===== config.mk =====
export PLATFORM = sky130hd
export DESIGN_NAME = key_event_queue_flat
export DESIGN_NICKNAME = d
export VERILOG_FILES = /design/src/rtl/key_event_if.sv /design/src/rtl/key_event_queue.sv /design/src/flat_wrapper.sv
export SDC_FILE = /design/constraint.sdc
export NUM_CORES = 1
export LEC_CHECK = 0
export CORE_UTILIZATION = 64
export DETAILED_ROUTE_END_ITERATION = 8
export PLACE_DENSITY = 0.83
export RECOVER_POWER = 50
export SLEW_MARGIN = 10
export SYNTH_ARGS = -nofsm -noshare
export SYNTH_HDL_FRONTEND = slang
export SYNTH_SLANG_ARGS = --single-unit

===== constraint.sdc =====
create_clock -name clk -period 6.6 [get_ports clk]
set_input_delay 0.66 -clock clk [delete_from_list [all_inputs] [get_ports clk]]
set_output_delay 0.66 -clock clk [all_outputs]
set_load 0.1 [all_outputs]

===== src/rtl/key_event_if.sv =====
// Event stream from the keypad event queue to the hit judge.
// The master side presents the head event and occupancy; the slave side
// returns ev_ready to accept the head.
interface key_event_if #(
    parameter int TS_W  = 16,
    parameter int CNT_W = 3
);
    logic             ev_valid;
    logic             ev_ready;
    logic             ev_press;
    logic [1:0]       ev_lane;
    logic [TS_W-1:0]  ev_time;
    logic [CNT_W-1:0] ev_count;

    modport master (
        output ev_valid,
        output ev_press,
        output ev_lane,
        output ev_time,
        output ev_count,
        input  ev_ready
    );

    modport slave (
        input  ev_valid,
        input  ev_press,
        input  ev_lane,
        input  ev_time,
        input  ev_count,
        output ev_ready
    );
endinterface


===== src/rtl/key_event_queue.sv =====
// Keypad event queue: turns level changes on four active-low key lanes into
// timestamped press/release events, serialises simultaneous edges by lane
// priority through per-lane pending slots, and buffers them in a small
// first-word-fall-through FIFO. Any event overwritten in a pending slot
// raises the sticky ovf flag.
module key_event_queue #(
    parameter int DEPTH    = 4,
    parameter int TS_W     = 16,
    parameter int TICK_DIV = 50000
) (
    input  logic       clk,
    input  logic       rst,
    input  logic [3:0] keys,
    input  logic       clr_ovf,
    output logic       ovf,
    key_event_if.master ev
);

    localparam int AW    = (DEPTH > 1) ? $clog2(DEPTH) : 1;
    localparam int CW    = $clog2(DEPTH) + 1;
    localparam int DIV_W = (TICK_DIV > 1) ? $clog2(TICK_DIV) : 1;
    localparam int EW    = 1 + 2 + TS_W;

    // Lowest-indexed lane with its pending bit set (lane 0 has priority).
    function automatic logic [1:0] lowest_lane(input logic [3:0] p);
        logic [1:0] r;
        r = 2'd0;
        if (p[0])      r = 2'd0;
        else if (p[1]) r = 2'd1;
        else if (p[2]) r = 2'd2;
        else if (p[3]) r = 2'd3;
        return r;
    endfunction

    // Timebase
    logic [DIV_W-1:0] div_p0;
    logic [TS_W-1:0]  ts_p0;

    // Edge detect and pending slots
    logic [3:0]       keys_p0;
    logic [3:0]       vld_p0;
    logic [3:0]       pend_press_p0;
    logic [TS_W-1:0]  pend_time_p0 [4];

    // FIFO
    logic [EW-1:0]    mem_p1 [DEPTH];
    logic [AW-1:0]    wr_ptr_p1;
    logic [AW-1:0]    rd_ptr_p1;
    logic [CW-1:0]    count_p1;

    logic [3:0]       edges;
    logic [1:0]       sel;
    logic             vld_p1;
    logic             pop;
    logic             can_push;
    logic             push;
    logic [3:0]       xfer_vec;
    logic [3:0]       loss;
    logic [EW-1:0]    push_data;
    logic [EW-1:0]    head;

    // Transfer arbitration, loss detection and FIFO handshake decode.
    always_comb begin
        edges     = keys ^ keys_p0;
        sel       = lowest_lane(vld_p0);
        vld_p1    = (count_p1 != '0);
        pop       = vld_p1 & ev.ev_ready;
        can_push  = (count_p1 < CW'(DEPTH)) | pop;
        push      = (|vld_p0) & can_push;
        xfer_vec  = 4'b0000;
        if (push) xfer_vec[sel] = 1'b1;
        loss      = edges & vld_p0 & ~xfer_vec;
        push_data = {pend_press_p0[sel], sel, pend_time_p0[sel]};
        head      = mem_p1[rd_ptr_p1];
    end

    // Stage p0: tick divider and free-running timestamp (wraps, no saturation).
    always_ff @(posedge clk) begin
        if (!rst) begin
            div_p0 <= '0;
            ts_p0  <= '0;
        end else if (div_p0 == DIV_W'(TICK_DIV - 1)) begin
            div_p0 <= '0;
            ts_p0  <= ts_p0 + TS_W'(1);
        end else begin
            div_p0 <= div_p0 + DIV_W'(1);
        end
    end

    // Stage p0: previous key levels for edge detection.
    always_ff @(posedge clk) begin
        if (!rst) keys_p0 <= 4'b1111;
        else      keys_p0 <= keys;
    end

    // Stage p0: pending flags; a new edge reloads the slot even as it transfers.
    always_ff @(posedge clk) begin
        if (!rst) begin
            vld_p0 <= 4'b0000;
        end else begin
            for (int i = 0; i < 4; i++) begin
                if (edges[i])         vld_p0[i] <= 1'b1;
                else if (xfer_vec[i]) vld_p0[i] <= 1'b0;
            end
        end
    end

    // Stage p0: pending slot payload captured at the edge (data only, no reset).
    always_ff @(posedge clk) begin
        for (int i = 0; i < 4; i++) begin
            if (edges[i]) begin
                pend_press_p0[i] <= ~keys[i];
                pend_time_p0[i]  <= ts_p0;
            end
        end
    end

    // Stage p1: FIFO storage write (data only, no reset).
    always_ff @(posedge clk) begin
        if (push) mem_p1[wr_ptr_p1] <= push_data;
    end

    // Stage p1: FIFO pointers and occupancy; push+pop keeps the count.
    always_ff @(posedge clk) begin
        if (!rst) begin
            wr_ptr_p1 <= '0;
            rd_ptr_p1 <= '0;
            count_p1  <= '0;
        end else begin
            if (push) wr_ptr_p1 <= (DEPTH > 1) ? wr_ptr_p1 + AW'(1) : '0;
            if (pop)  rd_ptr_p1 <= (DEPTH > 1) ? rd_ptr_p1 + AW'(1) : '0;
            case ({push, pop})
                2'b10:   count_p1 <= count_p1 + CW'(1);
                2'b01:   count_p1 <= count_p1 - CW'(1);
                default: count_p1 <= count_p1;
            endcase
        end
    end

    // Sticky overflow: a loss in the same cycle beats a clear request.
    always_ff @(posedge clk) begin
        if (!rst)          ovf <= 1'b0;
        else if (|loss)    ovf <= 1'b1;
        else if (clr_ovf)  ovf <= 1'b0;
    end

    // Head outputs are zeroed while the FIFO is empty.
    always_comb begin
        ev.ev_valid = vld_p1;
        ev.ev_count = count_p1;
        ev.ev_press = vld_p1 ? head[EW-1] : 1'b0;
        ev.ev_lane  = vld_p1 ? head[EW-2 -: 2] : 2'd0;
        ev.ev_time  = vld_p1 ? head[TS_W-1:0] : '0;
    end

endmodule


===== src/flat_wrapper.sv =====
// flat-port wrapper written by rule: the top's interface ports become plain ports
module key_event_queue_flat 
#(
    parameter int DEPTH    = 4,
    parameter int TS_W     = 16,
    parameter int TICK_DIV = 50000
)
  (clk, rst, keys, clr_ovf, ovf, ev_ev_valid, ev_ev_press, ev_ev_lane, ev_ev_time, ev_ev_count, ev_ev_ready);
  key_event_if #(.TS_W(TS_W), .CNT_W((3))) ev_i ();
  input  logic clk;
  input  logic rst;
  input  logic [3:0] keys;
  input  logic clr_ovf;
  output logic ovf;
  output wire logic [$bits(ev_i.ev_valid)-1:0] ev_ev_valid;
  output wire logic [$bits(ev_i.ev_press)-1:0] ev_ev_press;
  output wire logic [$bits(ev_i.ev_lane)-1:0] ev_ev_lane;
  output wire logic [$bits(ev_i.ev_time)-1:0] ev_ev_time;
  output wire logic [$bits(ev_i.ev_count)-1:0] ev_ev_count;
  input wire logic [$bits(ev_i.ev_ready)-1:0] ev_ev_ready;
  assign ev_ev_valid = ev_i.ev_valid;
  assign ev_ev_press = ev_i.ev_press;
  assign ev_ev_lane = ev_i.ev_lane;
  assign ev_ev_time = ev_i.ev_time;
  assign ev_ev_count = ev_i.ev_count;
  assign ev_i.ev_ready = ev_ev_ready;
  key_event_queue #(.DEPTH(DEPTH), .TS_W(TS_W), .TICK_DIV(TICK_DIV)) u_core (.clk(clk), .rst(rst), .keys(keys), .clr_ovf(clr_ovf), .ovf(ovf), .ev(ev_i));
endmodule

==> flow_summary.ini <==
[synth]
synth_area_leaders = edfxtp_1, dfxtp_1, mux4_2, nand2_1, a222oi_1
netlist_area_um2 = 7630
synthMuxAreaShare_pct = 6.79
post_synth_fa_ha_maj_area_fraction_pct = 1.41
seq_area_frac_synth_pct = 69.8
syn_nets = 543
synth-simple-area-share_pct = 12.6
post-synth-top-area-fraction_pct = 56.7
synth_top_family_by_area = simple AND/OR/NAND/NOR gates
ys.flop_type = edfxtp_1
synth-edff-count = 144
syn_avg_cell_area_um2 = 14.5
netlist_instances = 527
synth_cell_types = 42
yosysTopAreaCell = edfxtp_1
ys_seq_elements = 194
synth_warnings = 0
synth_xor_area_share_pct = 2.75
synth_compound_area_share_pct = 4.28
async_reset_ff_share_pct = 0
synth_common_cells = edfxtp_1, nand2_1, dfxtp_1, nor2_1, and2_1
yosysMostFrequentCell = edfxtp_1

[place]
placed_area_um2 = 8060
place_hpwl_um = 8710
numPlacedInstances = 682
gp_congestion = 0.783
io_buffers = 31
dp_worst_setup_slack_ps = 3420

[worst_setup_path]
path_max_fanout = 19
worstSetupEndpointType = output pin
crit_required_ps = 5940
crit_arrival_ps = 2980
cp-start-kind = flip-flop
path_class = reg2out

[clock_network]
clock_sinks = 194
root_buffer = clkbuf_16
ctsHoldBuffers = 0
cts_resized = 0
h-tree-depth = 4
post-cts-setup-buffer-count = 0
cts_buffers = 17
clk_latency_ps = 420
clk_pin_slew_worst_paths_ps = 60
clk_path_buf_depth = 2
cts_tree = built

[drt]
drt-initial-drc-count = 339
drtAntennaViolNets = 0
viasPerCell = 6.17
via_count = 4408
post_drt_wl_per_cell_um = 19.6
drc_errors = 8
dr.pass1.iters = 8
totalWireLength_um = 14000

[timing]
final-setup-viol-count = 0
rsz0062_at_grt = no
finalSetupTns_ps = 0
layout_setup_ws_ps = 2960
skew_ps = 6.26
timing.fmax_ghz = 0.274
min_period_ps = 3640
whs_ps = 458
drv_slew = 0
finalCritPeriodShare_pct = 55.2
report.final.hold_viol_count = 0
maxSlewHeadroom_pct = 18.7
worst_pin_slew_ps = 1220

[cells_and_area]
fill_cells = 703
final_util_pct = 74.6
regArea_um2 = 5330
diodes = 0
multiInputGateArea_um2 = 2120
layout.nets = 574
drive_gt1_share_pct = 10.2
stdcell_area_um2 = 8590
area_growth_pct = 12.6
instances_no_fill = 714

[global_routing]
overflow = 0
grt_pass1_vias = 4468
grtUsageTotal_pct = 24.2
grt_max_degree = 25
antenna_found_initial = 0
grt_pass1_wl_um = 22400

[floorplan]
rows = 39
fp.dieW_um = 111
initial_utilization_pct = 66.3
pin_count = 32
die-area_um2 = 12400
die_y_um = 111
fp.coreArea_um2 = 11500

[job]
cap_violations = 0

[outcome]
status = finished with violations
violations = DRC

[power]
irDropWorstVdd_v = 0.000203
powerDensity_nw_per_um2 = 432
p_total_mw = 3.71
total_leakage_power_nw = 3.05

[worst_hold_path]
hold_path_class = reg2reg
==> path summary, 6_finish.rpt <==
path	slack, ps	depth (start not counted)	end	from
hold / removal	460	1	u_core.div_p0[0]$_SDFF_PP0_	u_core.div_p0[0]$_SDFF_PP0_
setup reg to reg	3990	4	u_core.ts_p0[14]$_SDFFE_PN0P_	u_core.div_p0[7]$_SDFF_PP0_
hold reg to reg	460	1	u_core.div_p0[0]$_SDFF_PP0_	u_core.div_p0[0]$_SDFF_PP0_
setup / recovery	2960	3	ev_ev_time[1]	flip-flop
==> cell type report <==
cell class / instances / share of cell area [%]
well taps: 143 / 2.08
multi-input cells: 290 / 24.7
clock buffers: 19 / 5.04
inverters: 17 / 0.743
clock inverters: 13 / 1.40
flip-flops and latches: 194 / 62.0
repair buffers: 38 / 4.05
==> layer usage <==
metal | share of wire (%) | track usage, %
met1 | 40 | 29.3
met2 | 52 | 42.0
met3 | 6.2 | 5.41
met4 | 1.7 | 10.3
met5 | 0 | 0
==> registers in the layout, indices dropped and copies added, names as in the netlist, named ones only <==
name,count
u_core.mem_p1,76
u_core.div_p0,16
u_core.keys_p0,4
u_core.ts_p0,16
u_core.ovf,1
u_core.ev.ev_count,3
u_core.wr_ptr_p1,2
u_core.vld_p0,4
u_core.rd_ptr_p1,2
u_core.pend_press_p0,4
u_core.pend_time_p0,64
==> power by group <==
part | leakage, nW | switching [mW] | internal [mW]
registers | 1.83 | 0.0639 | 1.51
logic | 0.953 | 0.859 | 0.323
clock network | 0.267 | 0.406 | 0.550
==> layout by cell type, fill, tap and decap left out, drive strengths merged, types with 11 or more instances in the layout <==
cell,Yosys,routed
edfxtp,144,144
nand2,53,53
dfxtp,50,50
nor2,35,35
and2,26,26
clkdlybuf4s50,0,26
clkbuf,17,23
mux4,19,19
inv,17,17
a222oi,17,17
nand4,16,16
xor2,15,15
a21oi,13,13
nand3,11,11
==> logic make-up (layout without fill, tap and decap cells) <==
| family | after synthesis | in the layout |
|---|---|---|
| AND/OR/NAND/NOR | 186 | 186 |
| multiplexers | 28 | 28 |
| buffers and inverters | 43 | 87 |
| AO/OA/AOI/OAI | 44 | 44 |
| flip-flops | 194 | 194 |
| adder cells (fa/ha/maj) | 8 | 8 |
| XOR/XNOR | 24 | 24 |
==> worst max-delay path: stages (launching register included) <==
cell and delay, ps:
dfxtp_1 910, mux4_2 360, and2_1 140, clkdlybuf4s50_1 1150
(Power assumes the default switching activity.)
==> RTL change (config.mk and constraints unchanged) <==
`TICK_DIV` is set to 50000 in 2 places; all go to 25000.
--- a/src/rtl/key_event_queue.sv
+++ b/src/rtl/key_event_queue.sv
@@ -7,5 +7,5 @@
     parameter int DEPTH    = 4,
     parameter int TS_W     = 16,
-    parameter int TICK_DIV = 50000
+    parameter int TICK_DIV = 25000
 ) (
     input  logic       clk,
--- a/src/flat_wrapper.sv
+++ b/src/flat_wrapper.sv
@@ -4,5 +4,5 @@
     parameter int DEPTH    = 4,
     parameter int TS_W     = 16,
-    parameter int TICK_DIV = 50000
+    parameter int TICK_DIV = 25000
 )
   (clk, rst, keys, clr_ovf, ovf, ev_ev_valid, ev_ev_press, ev_ev_lane, ev_ev_time, ev_ev_count, ev_ev_ready);
Function: same outputs for any inputs over 4 cycles, from zero or initial values and one cycle with rst low; that may be too few to reach the edited logic, so the function may still have changed.
==> RTL change against the unedited design <==
- final area fell by 1.0%
- via count fell by 2.9%
- setup slack got worse by 0.026 ns
- register-to-register slack got worse by 0.13 ns
- wire length fell by 5.7%
- sequential cell count fell by 1
- total power rose by 0.78%
- final cell count fell by 2.7%
- area after synthesis fell by 1.6%
==> RTL change: results (changes against the unedited design) <==
[logic_synthesis]
synthCells=509  ; was 527
syn_nets=525  ; was 543
yosysSeqAreaShare_pct=70.7  ; was 69.8%
synthTopCellsByArea=edfxtp_1 (58%), dfxtp_1 (13%), mux4_2 (5.7%)  ; was edfxtp_1 (57%), dfxtp_1 (13%), mux4_2 (5.6%)
postSynth.asyncResetShare_pct=0  ; unchanged
synth-edff-count=144  ; unchanged
yosys-top-cells-count=edfxtp_1 (144), dfxtp_1 (49), nand2_1 (43)  ; was edfxtp_1 (144), nand2_1 (53), dfxtp_1 (50)
ys_types=40  ; was 42

[critical_path]
timing.rr.start=u_core.div_p0[0]  ; was u_core.div_p0[7]
r2r_end=u_core.ts_p0[9]  ; was u_core.ts_p0[14]
arrival_ns=3.01  ; was 2.98 ns
cp_max_fo=19  ; unchanged
rrSetupSlack_ns=3.86  ; was 3.99 ns
r2r_cells=5  ; was 4

[grt]
grt_start_max_net_pins=33  ; was 25
met3_usage_pct=5.41  ; about the same
grt_antenna_before_repair=0  ; unchanged
grt_first_pass_wirelength_mm=20.5  ; was 22.4 mm
grt_pass1_vias=4094  ; was 4468
met2_usage_pct=39.8  ; was 42.0%
met1_usage_pct=28.8  ; was 29.3%
grt_use_total_pct=23.4  ; was 24.2%

[placed_design]
hpwlAfterDp_mm=8.14  ; was 8.71 mm
place_inst=663  ; was 682
dp_slack_ns=3.33  ; was 3.42 ns
routabilityCongestion=0.757  ; was 0.783
port_buffers=31  ; unchanged
placed_cell_area_um2=7930  ; was 8060 um2

[worst_hold_path]
hp-class=register to register  ; unchanged

[power_and_ir_drop]
pwr-share-seq_pct=41.9  ; was 42.4%
ir_worst_vdd_mv=0.488  ; was 0.203 mV
power.switching_mw=1.36  ; was 1.33 mW
p_clk_share_pct=26.8  ; was 25.8%
power.total_mw=3.74  ; was 3.71 mW
leakagePower_nw=2.95  ; was 3.05 nW

[drt]
vias=4281  ; was 4408
drtIter0Drc=354  ; was 339
dr_wl_met3_um=677  ; was 865 um
wl_met2_mm=6.78  ; was 7.29 mm
dr.pass1.iters=6  ; was 8
met1Wirelength_mm=5.57  ; was 5.59 mm
wire_per_inst_um=19.0  ; was 19.6 um
wl_mm=13.2  ; was 14.0 mm

[final_layout]
drive_gt1_share_pct=9.96  ; was 10.2%
reg_top3=u_core.mem_p1 x76, u_core.pend_time_p0 x64, u_core.ts_p0 x16  ; was u_core.mem_p1 x76, u_core.pend_time_p0 x64
fillerInstances=682  ; was 703
fin_nets=555  ; was 574

[timing]
slew-limit-headroom_pct=21.7  ; was 18.7%
fin_skew_ns=0.00946  ; was 0.00626 ns
hold_ws_ns=0.449  ; was 0.458 ns

[status]
status=finished clean  ; was complete, but fails checks

RTL change: kinds of logic after synthesis:
logic type / count (synthesis) / synth area share (%)
compound gates: 63 / 6.18
xor+xnor: 21 / 2.45
fa+ha+maj: 8 / 1.43
buf+inv: 43 / 2.30
flops: 193 / 70.7
mux: 21 / 5.97
simple gates: 160 / 11.0
RTL change: area by class of cell:
cell class	instances	area, um2	share of cell area (%)
clock inverter	15	158	1.85
multi-input combinational	273	2030	23.9
inverter	18	67.6	0.795
clock buffer	17	425	5.00
tap	143	179	2.10
sequential	193	5310	62.4
timing repair buffer	36	340	4.00
RTL change: worst max path at each step:
stage	slack, ns	cells after the start	end	from
floorplan	2.85	3	ev_ev_lane[0]	u_core.ev.ev_count[0]
global placement	3.42	3	ev_ev_time[11]	register
detailed placement	3.33	3	ev_ev_time[9]	register
CTS	2.83	3	ev_ev_time[9]	register
global route	2.84	3	ev_ev_time[9]	register
finish	2.93	3	ev_ev_time[9]	register
